--- src/rtl/piso_serializer_pkg.sv ---
// Shared definitions for the parallel-in/serial-out serializer.
// Holds the default word width and the FSM state encoding used by the top.
package piso_serializer_pkg;

  localparam int unsigned DEFAULT_WIDTH = 4;

  typedef enum logic {
    ST_IDLE  = 1'b0,
    ST_SHIFT = 1'b1
  } state_e;

endpackage

--- src/rtl/piso_serializer_if.sv ---
// Load/serial bundle for piso_serializer.
//   data       : parallel word, sampled only on accept
//   load_valid : data is valid
//   load_ready : serializer can take a word (registered)
//   out        : registered serial bit
//   frame      : out carries a data bit
//   done       : out carries the last bit of a word
// master = word source / serial sink side, slave = serializer side.
interface piso_serializer_if
  import piso_serializer_pkg::*;
#(
  parameter int unsigned WIDTH = DEFAULT_WIDTH
);

  logic [WIDTH-1:0] data;
  logic             load_valid;
  logic             load_ready;
  logic             out;
  logic             frame;
  logic             done;

  modport master (
    output data,
    output load_valid,
    input  load_ready,
    input  out,
    input  frame,
    input  done
  );

  modport slave (
    input  data,
    input  load_valid,
    output load_ready,
    output out,
    output frame,
    output done
  );

endinterface

--- src/rtl/piso_bit_counter.sv ---
// Modulo-WIDTH bit counter for the serializer.
//   clk, rst_n : clock, asynchronous active-low reset
//   clr        : force count to 0 (priority over en)
//   en         : advance by one, wrapping after WIDTH-1
//   cnt        : current bit index
//   tc         : cnt == WIDTH-1 (last bit of the word)
//   pre_tc     : cnt == WIDTH-2 (next advance reaches the last bit)
module piso_bit_counter
  import piso_serializer_pkg::*;
#(
  parameter int unsigned WIDTH = DEFAULT_WIDTH,
  localparam int unsigned CNT_W = $clog2(WIDTH)
) (
  input  logic             clk,
  input  logic             rst_n,
  input  logic             clr,
  input  logic             en,
  output logic [CNT_W-1:0] cnt,
  output logic             tc,
  output logic             pre_tc
);

  logic [CNT_W-1:0] cnt_q, cnt_d;

  assign tc     = (cnt_q == CNT_W'(WIDTH - 1));
  assign pre_tc = (cnt_q == CNT_W'(WIDTH - 2));
  assign cnt    = cnt_q;

  always_comb begin
    cnt_d = cnt_q;
    if (clr) begin
      cnt_d = '0;
    end else if (en) begin
      cnt_d = tc ? '0 : cnt_q + CNT_W'(1);
    end
  end

  always_ff @(posedge clk or negedge rst_n) begin
    if (!rst_n) begin
      cnt_q <= '0;
    end else begin
      cnt_q <= cnt_d;
    end
  end

endmodule

--- src/rtl/piso_serializer.sv ---
// Parallel-in/serial-out serializer with a one-word holding register.
//   clk, rst_n : clock, asynchronous active-low reset
//   bus        : slave side of piso_serializer_if (data/load handshake in,
//                out/frame/done serial stream and load_ready out)
// A word accepted in IDLE shows its first bit on out one cycle later. While
// shifting, one further word may be parked in the hold so consecutive words
// leave with no idle gap. All outputs come straight from flops.
module piso_serializer
  import piso_serializer_pkg::*;
#(
  parameter int unsigned WIDTH      = DEFAULT_WIDTH,
  parameter bit          MSB_FIRST  = 1'b1,
  parameter bit          IDLE_LEVEL = 1'b0
) (
  input logic                clk,
  input logic                rst_n,
  piso_serializer_if.slave   bus
);

  localparam int unsigned CNT_W = $clog2(WIDTH);

  state_e           state_q, state_d;
  logic [WIDTH-1:0] sreg_q, sreg_d;
  logic [WIDTH-1:0] hold_q, hold_d;
  logic             hold_full_q, hold_full_d;
  logic             ready_q, ready_d;
  logic             out_q, out_d;
  logic             frame_q, frame_d;
  logic             done_q, done_d;

  logic             accept;
  logic             lead_bit;
  logic             cnt_clr, cnt_en, cnt_tc, cnt_pre_tc;
  logic [CNT_W-1:0] bit_cnt;

  piso_bit_counter #(
    .WIDTH (WIDTH)
  ) u_bit_counter (
    .clk    (clk),
    .rst_n  (rst_n),
    .clr    (cnt_clr),
    .en     (cnt_en),
    .cnt    (bit_cnt),
    .tc     (cnt_tc),
    .pre_tc (cnt_pre_tc)
  );

  // bit_cnt is only observed through tc/pre_tc.
  logic unused_cnt;
  assign unused_cnt = ^bit_cnt;

  always_comb begin
    state_d     = state_q;
    sreg_d      = sreg_q;
    hold_d      = hold_q;
    hold_full_d = hold_full_q;
    cnt_clr     = 1'b0;
    cnt_en      = 1'b0;
    accept      = bus.load_valid && ready_q;

    case (state_q)
      ST_IDLE: begin
        if (accept) begin
          sreg_d  = bus.data;
          cnt_clr = 1'b1;
          state_d = ST_SHIFT;
        end
      end
      ST_SHIFT: begin
        if (!cnt_tc) begin
          sreg_d = MSB_FIRST ? {sreg_q[WIDTH-2:0], 1'b0} : {1'b0, sreg_q[WIDTH-1:1]};
          cnt_en = 1'b1;
          if (accept) begin
            hold_d      = bus.data;
            hold_full_d = 1'b1;
          end
        end else if (hold_full_q) begin
          // ready_q is low here, so no accept can collide with the drain.
          sreg_d      = hold_q;
          hold_full_d = 1'b0;
          cnt_clr     = 1'b1;
        end else if (accept) begin
          sreg_d  = bus.data;
          cnt_clr = 1'b1;
        end else begin
          state_d = ST_IDLE;
        end
      end
      default: state_d = ST_IDLE;
    endcase

    // Outputs are computed from next state so they can be registered.
    lead_bit = MSB_FIRST ? sreg_d[WIDTH-1] : sreg_d[0];
    frame_d  = (state_d == ST_SHIFT);
    out_d    = frame_d ? lead_bit : IDLE_LEVEL;
    // A reload restarts at bit 0, so only an advance can land on the last bit.
    done_d   = frame_d && cnt_en && cnt_pre_tc;
    ready_d  = !hold_full_d;
  end

  always_ff @(posedge clk or negedge rst_n) begin
    if (!rst_n) begin
      state_q     <= ST_IDLE;
      sreg_q      <= '0;
      hold_q      <= '0;
      hold_full_q <= 1'b0;
      ready_q     <= 1'b1;
      out_q       <= IDLE_LEVEL;
      frame_q     <= 1'b0;
      done_q      <= 1'b0;
    end else begin
      state_q     <= state_d;
      sreg_q      <= sreg_d;
      hold_q      <= hold_d;
      hold_full_q <= hold_full_d;
      ready_q     <= ready_d;
      out_q       <= out_d;
      frame_q     <= frame_d;
      done_q      <= done_d;
    end
  end

  assign bus.load_ready = ready_q;
  assign bus.out        = out_q;
  assign bus.frame      = frame_q;
  assign bus.done       = done_q;

endmodule
--- src/flat_wrapper.sv ---
// flat-port wrapper written by rule: the top's interface ports become plain ports
module piso_serializer_flat import piso_serializer_pkg::*;
#(
  parameter int unsigned WIDTH      = DEFAULT_WIDTH,
  parameter bit          MSB_FIRST  = 1'b1,
  parameter bit          IDLE_LEVEL = 1'b0
)
  (clk, rst_n, bus_data, bus_load_valid, bus_load_ready, bus_out, bus_frame, bus_done);
  piso_serializer_if #(.WIDTH(WIDTH)) bus_i ();
  input logic clk;
  input logic rst_n;
  input wire logic [$bits(bus_i.data)-1:0] bus_data;
  input wire logic [$bits(bus_i.load_valid)-1:0] bus_load_valid;
  output wire logic [$bits(bus_i.load_ready)-1:0] bus_load_ready;
  output wire logic [$bits(bus_i.out)-1:0] bus_out;
  output wire logic [$bits(bus_i.frame)-1:0] bus_frame;
  output wire logic [$bits(bus_i.done)-1:0] bus_done;
  assign bus_i.data = bus_data;
  assign bus_i.load_valid = bus_load_valid;
  assign bus_load_ready = bus_i.load_ready;
  assign bus_out = bus_i.out;
  assign bus_frame = bus_i.frame;
  assign bus_done = bus_i.done;
  piso_serializer #(.WIDTH(WIDTH), .MSB_FIRST(MSB_FIRST), .IDLE_LEVEL(IDLE_LEVEL)) u_core (.clk(clk), .rst_n(rst_n), .bus(bus_i));
endmodule
--- config.mk ---
export PLATFORM = sky130hd
export DESIGN_NAME = piso_serializer_flat
export DESIGN_NICKNAME = d
export VERILOG_FILES = /design/src/rtl/piso_serializer_pkg.sv /design/src/rtl/piso_serializer_if.sv /design/src/rtl/piso_bit_counter.sv /design/src/rtl/piso_serializer.sv /design/src/flat_wrapper.sv
export SDC_FILE = /design/constraint.sdc
export NUM_CORES = 1
export LEC_CHECK = 0
export ABC_AREA = 1
export CORE_MARGIN = 10
export CORE_UTILIZATION = 54
export DETAILED_ROUTE_END_ITERATION = 16
export PLACE_DENSITY = 0.8
export SETUP_SLACK_MARGIN = 0.2
export SYNTH_ARGS = -nofsm -noshare
export SYNTH_HDL_FRONTEND = slang
export SYNTH_HIERARCHICAL = 1
export SYNTH_SLANG_ARGS = --single-unit
--- constraint.sdc ---
create_clock -name clk -period 1.8 [get_ports clk]
set_input_delay 0.45 -clock clk [delete_from_list [all_inputs] [get_ports clk]]
set_output_delay 0.45 -clock clk [all_outputs]
set_load 0.02 [all_outputs]
# Word-level counts from Yosys, hierarchy flattened
# Index checks and enable logic that the tools add are counted.
# W data, S select, Z words.
dict set report word_totals {
  reg_bits 15
  input_bits 7
  output_inout_bits 4
  elab_cells 38
}
dict set report op_classes {
  add_sub_neg 1
  n_eq_ne 2
  muxes 19
  bitwise_logic 2
  n_reduce_logical 6
}
# operator count
set ops {}
lappend ops {{$mux W4} 3}
lappend ops {{$mux W1} 10}
lappend ops {{$pmux W4 S2} 1}
lappend ops {{$mux W2} 3}
lappend ops {{$eq A2 B2 Y1 const B} 2}
lappend ops {{$pmux W1 S2} 2}
lappend ops {{$logic_and A1 B1 Y1} 3}
lappend ops {{$reduce_and A3 Y1} 1}
lappend ops {{$add A2 B1 Y2 const B} 1}
lappend ops {{$not A1 Y1} 2}
lappend ops {{$reduce_bool A2 Y1} 1}
lappend ops {{$logic_not A1 Y1} 1}

# Depth between registers and ports, before layout
# Gate-level depths: netlist of run 1.
dict set report depth {
  depth_word 7
  depth_mapped 8
  mapped_depth_nobuf 8
}

# By module
# The synthesis of run 1 kept the hierarchy.
# mod instances cells_per_inst area_each_um2 seq_area_each_um2
set modules_own_cells {}
lappend modules_own_cells {piso_serializer 1 74 621.8 326.6}
lappend modules_own_cells {piso_bit_counter 1 15 117.6 50.0}

# Worst setup path before layout of run 1
# No wires, ideal clock.
dict set report synth_path {
  kind {register -> register}
  from {register u_core.ready_q, in the netlist u_core/bus.load_ready}
  to {register u_core.u_bit_counter.cnt_q[0], in the netlist u_core/u_bit_counter/cnt[0]}
  setup_ps 117
  t_arrival_ps 1138
  required_ps 1683
  slack_ps 545
  path_stages_with_launch 8
  n_path_buf 0
  synth_period_minus_slack_ps 1255
  cell_sequence {dfstp_2 > nand2_2 > inv_1 > o21ai_0 > inv_1 > inv_1 > nand3_1 > nand2_1}
}
dict set report synth_via {
  elab_chain_cells 6
  word_cells_on_any_way 7
  cone_classes {mux: 5; reduce/logical: 2}
}
# element line
set synth_lines {}
lappend synth_lines {{start, declared} piso_serializer.sv:26} ;# logic ready_q, ready_d;
lappend synth_lines {{start signal, assigned} piso_serializer.sv:116} ;# ready_q <= ready_d;
lappend synth_lines {{$logic_and A1 B1 Y1 *} piso_serializer.sv:59} ;# accept = bus.load_valid && ready_q;
lappend synth_lines {{$mux W1 *} {piso_serializer.sv:63, piso_serializer.sv:82}}
lappend synth_lines {{$mux W1} piso_serializer.sv:77} ;# end else if (hold_full_q) begin
lappend synth_lines {{$mux W1} piso_serializer.sv:70} ;# if (!cnt_tc) begin
lappend synth_lines {{$pmux W1 S2 *} piso_serializer.sv:61} ;# case (state_q)
lappend synth_lines {{via u_core.cnt_clr} piso_serializer.sv:33} ;# logic cnt_clr, cnt_en, cnt_tc, cnt_pre_tc;
lappend synth_lines {{$mux W2 / $reduce_bool A2 Y1 (equally long branches)} -}
lappend synth_lines {{end signal, assigned} piso_bit_counter.sv:42} ;# cnt_q <= cnt_d;
lappend synth_lines {{end, declared} piso_bit_counter.sv:23} ;# logic [CNT_W-1:0] cnt_q, cnt_d;
# Mark *: on every way through the listed nets, which the timed path passes. The rest lies on a longest branch.
# A chain may end at the register's enable or synchronous reset.

# Worst setup path in the final report of run 1
dict set report layout_path {
  from {register u_core.ready_q, in the netlist u_core/bus.load_ready}
  to {output bus_load_ready}
}
# element line
set layout_rtl {}
lappend layout_rtl {{end, declared} flat_wrapper.sv:14} ;# output wire logic [$bits(bus_i.load_ready)-1:0] bus_load_ready;
# No word-level cell between the ends.

==> results_dict.tcl, run 1 <==
set metrics [dict create \
    tightest_slew_ps 382 \
    p_per_area_nw_per_um2 1810 \
    critPathCapture "bus_load_ready" \
    n_antenna_cell 0 \
    core_um2 1300 \
    drc_errors 0 \
    cts_buffers 3 \
    reg2regPathDepth 6 \
    dr.pass1.iters 4 \
    yosysWarnings 6 \
    wl_mm 1.49 \
    min_path_type "in -> async" \
    rows 13 \
    postCtsSetupBuffers 0 \
    vias 620 \
    cts_tree "built" \
    dieArea_um2 3250 \
    die_x_um 57.0 \
    synth_compound_area_frac 0.0829 \
    netlist-cell-type-count 21 \
    rsz0062_at_grt "false" \
    skew_ps 1.21 \
    ys_seq_elements 15 \
    via_per_inst 5.12 \
    wl_per_cell_um 12.3 \
    start_util 0.568 \
    synth_area_per_cell_um2 8.31 \
    crit_family "flip-flops" \
    worstSetupEndpointType "primary output" \
    drive_gt1_frac 0.217 \
    reg2reg_slack_ps 410 \
    slowest_delay_ps 540 \
    drv_cap 0 \
    clock_latency_ps 270 \
    syn_to_final_growth_pct 21.5 \
    dp_hpwl_mm 1.23 \
    h-tree-depth 1 \
    grt-ovfl-total 0 \
    root_buffer "clkbuf_4" \
    io_pins 11 \
    gp_congestion 0.889 \
    grt_pass1_vias 624 \
    die_h_um 57.0 \
    min_period_ps 1430 \
    synth_top_cell_area_share 0.474 \
    antenna_found_initial 0 \
    synth-adder-area-share 0.0338 \
    path_class "reg -> out" \
    grt_max_degree 10 \
    portBuffers 10 \
    worst-path-max-fanout 2 \
    crit_required_ps 1350 \
    slowest_stage "dfstp_2" \
    synth_fp_nets 98 \
    slew_viol_final 0 \
    clock-sinks 15 \
    clkTransAtPathRegs_ps 80 \
    power.total_mw 1.62 \
    tns_ps 0 \
    netlist_area_um2 739 \
    slew_headroom 0.744 \
    fin_crit_sh 0.797 \
    synth.largest_area_cell "dfrtp_1" \
    path_cells "clkbuf_2" \
    cp.buffers_inverters 1 \
    fmax_mhz 697 \
    r2r_start "u_core/u_bit_counter/cnt[0]" \
    synthSimpleGateAreaFrac 0.288 \
    drt_iter0_markers 8 \
    grt_pass1_wl_mm 2.54 \
    outcome "completed" \
    synth-xor-area-share 0 \
    synth.mux.area_fraction 0 \
    hold_viol 0 \
    netlist_top_cells_area "dfrtp_1 47%, nand2_1 13%, inv_1 6.1%, nor2_1 4.6%, dfstp_2 3.6%" \
    synth_top_family_by_area "simple AND/OR/NAND/NOR gates" \
    vdd_drop_max_mv 0.845 \
    crit_start "u_core/bus.load_ready" \
    synth-seq-area-share 0.509 \
    worst-path-stages 1 \
    postRouteAntennaNets 0 \
    arrival_ps 980 \
    cp-start-kind "flop" \
    nets 116 \
    clk_path_buf_depth 2 \
    r2r-end "u_core/bus.out" \
    setup_viol 0 \
    syn_inst 89 \
    power_leakage_nw 0.489 \
    track_usage 0.0940 \
]
-- kinds of logic after synthesis --
group,count (synthesis)
adder cells (fa/ha/maj),2
flip-flops,15
AO/OA/AOI/OAI,9
buffers and inverters,17
AND/OR/NAND/NOR,46
-- timing repair --
action,CTS,global route
cloned,0,0
endpoints found under the setup margin,4,1
hold buffers,0,0
resized for setup,4,2
-- metal layers --
layer / GRT usage / vias up / part of all wire
li1: - / 304 / -
met1: 0.103 / 295 / 0.43
met2: 0.161 / 19 / 0.48
met3: 0.0398 / 2 / 0.078
met4: 0.0268 / 0 / 0.0067
met5: 0 / - / 0
-- state kept, by name, indices dropped and copies added, names as in the netlist --
signal and count:
u_core/bus.done 1, u_core/sreg_q 4, u_core/hold_full_q 1, u_core/bus.out 1, u_core/bus.load_ready 1, u_core/u_bit_counter/cnt 2
u_core/hold_q 4, u_core/bus.frame 1
-- Yosys cell counts (all sizes together) --
| master | number |
|---|---|
| ha | 2 |
| nor2 | 13 |
| clkinv | 1 |
| nand3 | 4 |
| dfstp | 1 |
| a21oi | 1 |
| a22oi | 1 |
| nand2 | 29 |
| o21ai | 4 |
| o211ai | 2 |
| dfrtp | 14 |
| o22ai | 1 |
| inv | 16 |
-- power breakdown --
| group | switching, mW | internal, mW |
|---|---|---|
| registers | 0.0918 | 0.507 |
| logic | 0.533 | 0.304 |
| clock network | 0.0996 | 0.0858 |
| total | 0.725 | 0.898 |
-- per-stage QoR --
| stage | cell area (µm²) | std cells | utilization | hold slack, ps | setup slack [ps] |
|---|---|---|---|---|---|
| 2_1_floorplan | 739 | 89 | - | 154 | 545 |
| 3_3_place_gp | 881 | 117 | 0.677 | 460 | 223 |
| 3_5_place_dp | 881 | 117 | 0.677 | 468 | 151 |
| 4_1_cts | 902 | 121 | 0.693 | 458 | 179 |
| 5_1_grt | 898 | 121 | 0.690 | 461 | 334 |
| 6_report | 898 | 121 | 0.690 | 454 | 366 |
-- cells in the final DEF, fill, tap and decap left out, types with 2 or more instances in the layout --
cell type,Yosys,layout
buf_4,0,3
clkbuf_4,0,3
clkdlybuf4s50_1,0,6
dfrtp_1,14,14
dlygate4sd2_1,0,3
ha_1,2,2
inv_1,12,12
inv_2,4,4
nand2_1,25,25
nand2_2,3,3
nand3_1,3,3
nor2_1,9,9
nor2_2,3,3
o211ai_1,2,2
o21ai_2,2,2
-- worst min-delay path by stage --
stage,start,endpoint,slack (ps),depth (start not counted)
6_report,rst_n,u_core/hold_full_q,450,1
3_5_place_dp,u_core/hold_q[1],u_core/hold_q[1],470,2
2_1_floorplan,rst_n,u_core/bus.done,150,0
3_3_place_gp,u_core/hold_q[1],u_core/hold_q[1],460,2
5_1_grt,rst_n,u_core/hold_full_q,460,1
4_1_cts,rst_n,u_core/hold_full_q,460,1
-- cell type report --
cell class | count | area, µm²
Clock buffer | 4 | 26.3
Fill cell | 112 | 403
Inverter | 17 | 63.8
Multi-Input combinational cell | 57 | 299
Sequential cell | 15 | 377
Tap cell | 15 | 18.8
Timing Repair Buffer | 13 | 114
No activity file was read; power rests on OpenSTA's default activity.
==> run 2: changes to the inputs <==
CORE_UTILIZATION = 50   (was 54)
PLACE_DENSITY = 0.75   (was 0.8)
clock period = 1.5 ns   (was 1.8 ns; I/O delays follow)
==> run 2 against run 1 <==
  * Critical path depth stayed put
  * Cell area is 12% higher
  * Clock power is 25% higher
  * Wire length is 7.0% higher
  * Setup slack worse by 190 ps
  * Non-clock buffer count is 6 higher
  * Die area is 5.2% higher
  * Sequential share of layout area is 4.2 points lower
  * First-iteration DRC count grew to 3.1 times the previous value
  * Sequential power is 24% higher
  * Final cell count is 5.0% higher
  * Total power is 39% higher
==> results_dict.tcl, run 2 (synthesis gave the netlist of run 1 again) <==
set metrics [dict create \
    outcome "completed" \
    slowest_delay_ps 550 \
    min_path_type "in -> async" \
    path_cells "buf_6" \
    grt_pass1_vias 583 \
    rows 13 \
    gp_congestion 0.827 \
    hold_viol 0 \
    slew_viol_final 0 \
    fmax_mhz 757 \
    wl_mm 1.59 \
    drv_cap 0 \
    min_period_ps 1320 \
    power_leakage_nw 0.525 \
    grt-ovfl-total 0 \
    syn_to_final_growth_pct 35.5 \
    dieArea_um2 3420 \
    h-tree-depth 1 \
    worst-path-max-fanout 2 \
    path_class "reg -> out" \
    final_cell_mix "22 x nand2_1, 13 x dfrtp_1, 11 x inv_1" \
    tns_ps 0 \
    root_buffer "clkbuf_4" \
    fin_crit_sh 0.880 \
    cts_buffers 3 \
    r2r-end "u_core/u_bit_counter/cnt[0]" \
    reg2reg_slack_ps 210 \
    cp-start-kind "flop" \
    setup_viol 0 \
    dr.pass1.iters 4 \
    crit_required_ps 1120 \
    p_per_area_nw_per_um2 2250 \
    n_antenna_cell 0 \
    grt_pass1_wl_mm 2.48 \
    rsz0062_at_grt "true" \
    start_util 0.548 \
    cts_tree "built" \
    io_pins 11 \
    nets 122 \
    clock_latency_ps 290 \
    skew_ps 6.77 \
    reg2regPathDepth 5 \
    worstSetupEndpointType "primary output" \
    core_um2 1350 \
    slowest_stage "dfstp_2" \
    dp_hpwl_mm 1.14 \
    clk_path_buf_depth 2 \
    power.total_mw 2.26 \
    drive_gt1_frac 0.348 \
    drt_iter0_markers 25 \
    portBuffers 10 \
    final_common_cell "nand2_1" \
    cp.buffers_inverters 1 \
    r2r_start "u_core/u_bit_counter/cnt[1]" \
    arrival_ps 950 \
    vdd_drop_max_mv 1.28 \
    wl_per_cell_um 12.5 \
    die_h_um 58.5 \
    via_per_inst 5.02 \
    die_x_um 58.5 \
    track_usage 0.0957 \
    drc_errors 0 \
    postRouteAntennaNets 0 \
    clock-sinks 15 \
    clkTransAtPathRegs_ps 90 \
    hold_buffers 0 \
    antenna_found_initial 0 \
    grt_max_degree 16 \
    slew_headroom 0.788 \
    crit_family "flip-flops" \
    vias 638 \
    tightest_slew_ps 318 \
]
==> run 2: what timing repair did <==
action                                 4_1_cts  5_1_grt
setup buffers                                0        4
endpoints found under the hold margin        0        0
setup endpoints to repair                   12       12
pin swaps                                    0        3
resized for setup                           18       15
==> run 2: layer usage <==
layer  vias up  GRT usage  wire length, µm
li1        316          -                -
met1       296      0.102              696
met2        21      0.141              734
met3         5     0.0429              112
met4         0     0.0805               48
met5         -          0                0
==> run 2: worst max path at each step <==
stage,start,end,slack [ps],cells after the start
2_1_floorplan,u_core/bus.load_ready,u_core/u_bit_counter/cnt[0],240,7
3_3_place_gp,bus_load_valid,u_core/u_bit_counter/cnt[0],-8,8
3_5_place_dp,bus_load_valid,u_core/u_bit_counter/cnt[0],-40,8
4_1_cts,u_core/bus.load_ready,bus_load_ready,160,1
5_1_grt,u_core/bus.load_ready,bus_load_ready,140,1
6_report,u_core/bus.load_ready,bus_load_ready,180,1
==> run 2: power breakdown <==
group | switching, mW | total (mW) | internal (mW)
sequential | 0.133 | 0.745 | 0.612
combinational | 0.738 | 1.28 | 0.541
clock | 0.129 | 0.232 | 0.103
==> run 2: cell type report <==
class	count	area [µm²]
clock buffers	4	26.3
fillers	99	348
inverters	17	71.3
multi-input cells	57	344
flip-flops and latches	15	378
well taps	15	18.8
repair buffers	19	164
==> run 2: metrics by stage <==
step,hold WS [ps],area (µm²),util,setup slack [ps],instances
2_1_floorplan,79.4,739,-,245,89
3_3_place_gp,459,896,0.664,-8.21,119
3_5_place_dp,461,896,0.664,-41.8,119
4_1_cts,390,923,0.684,159,123
5_1_grt,397,1000,0.742,142,127
6_report,386,1000,0.742,180,127
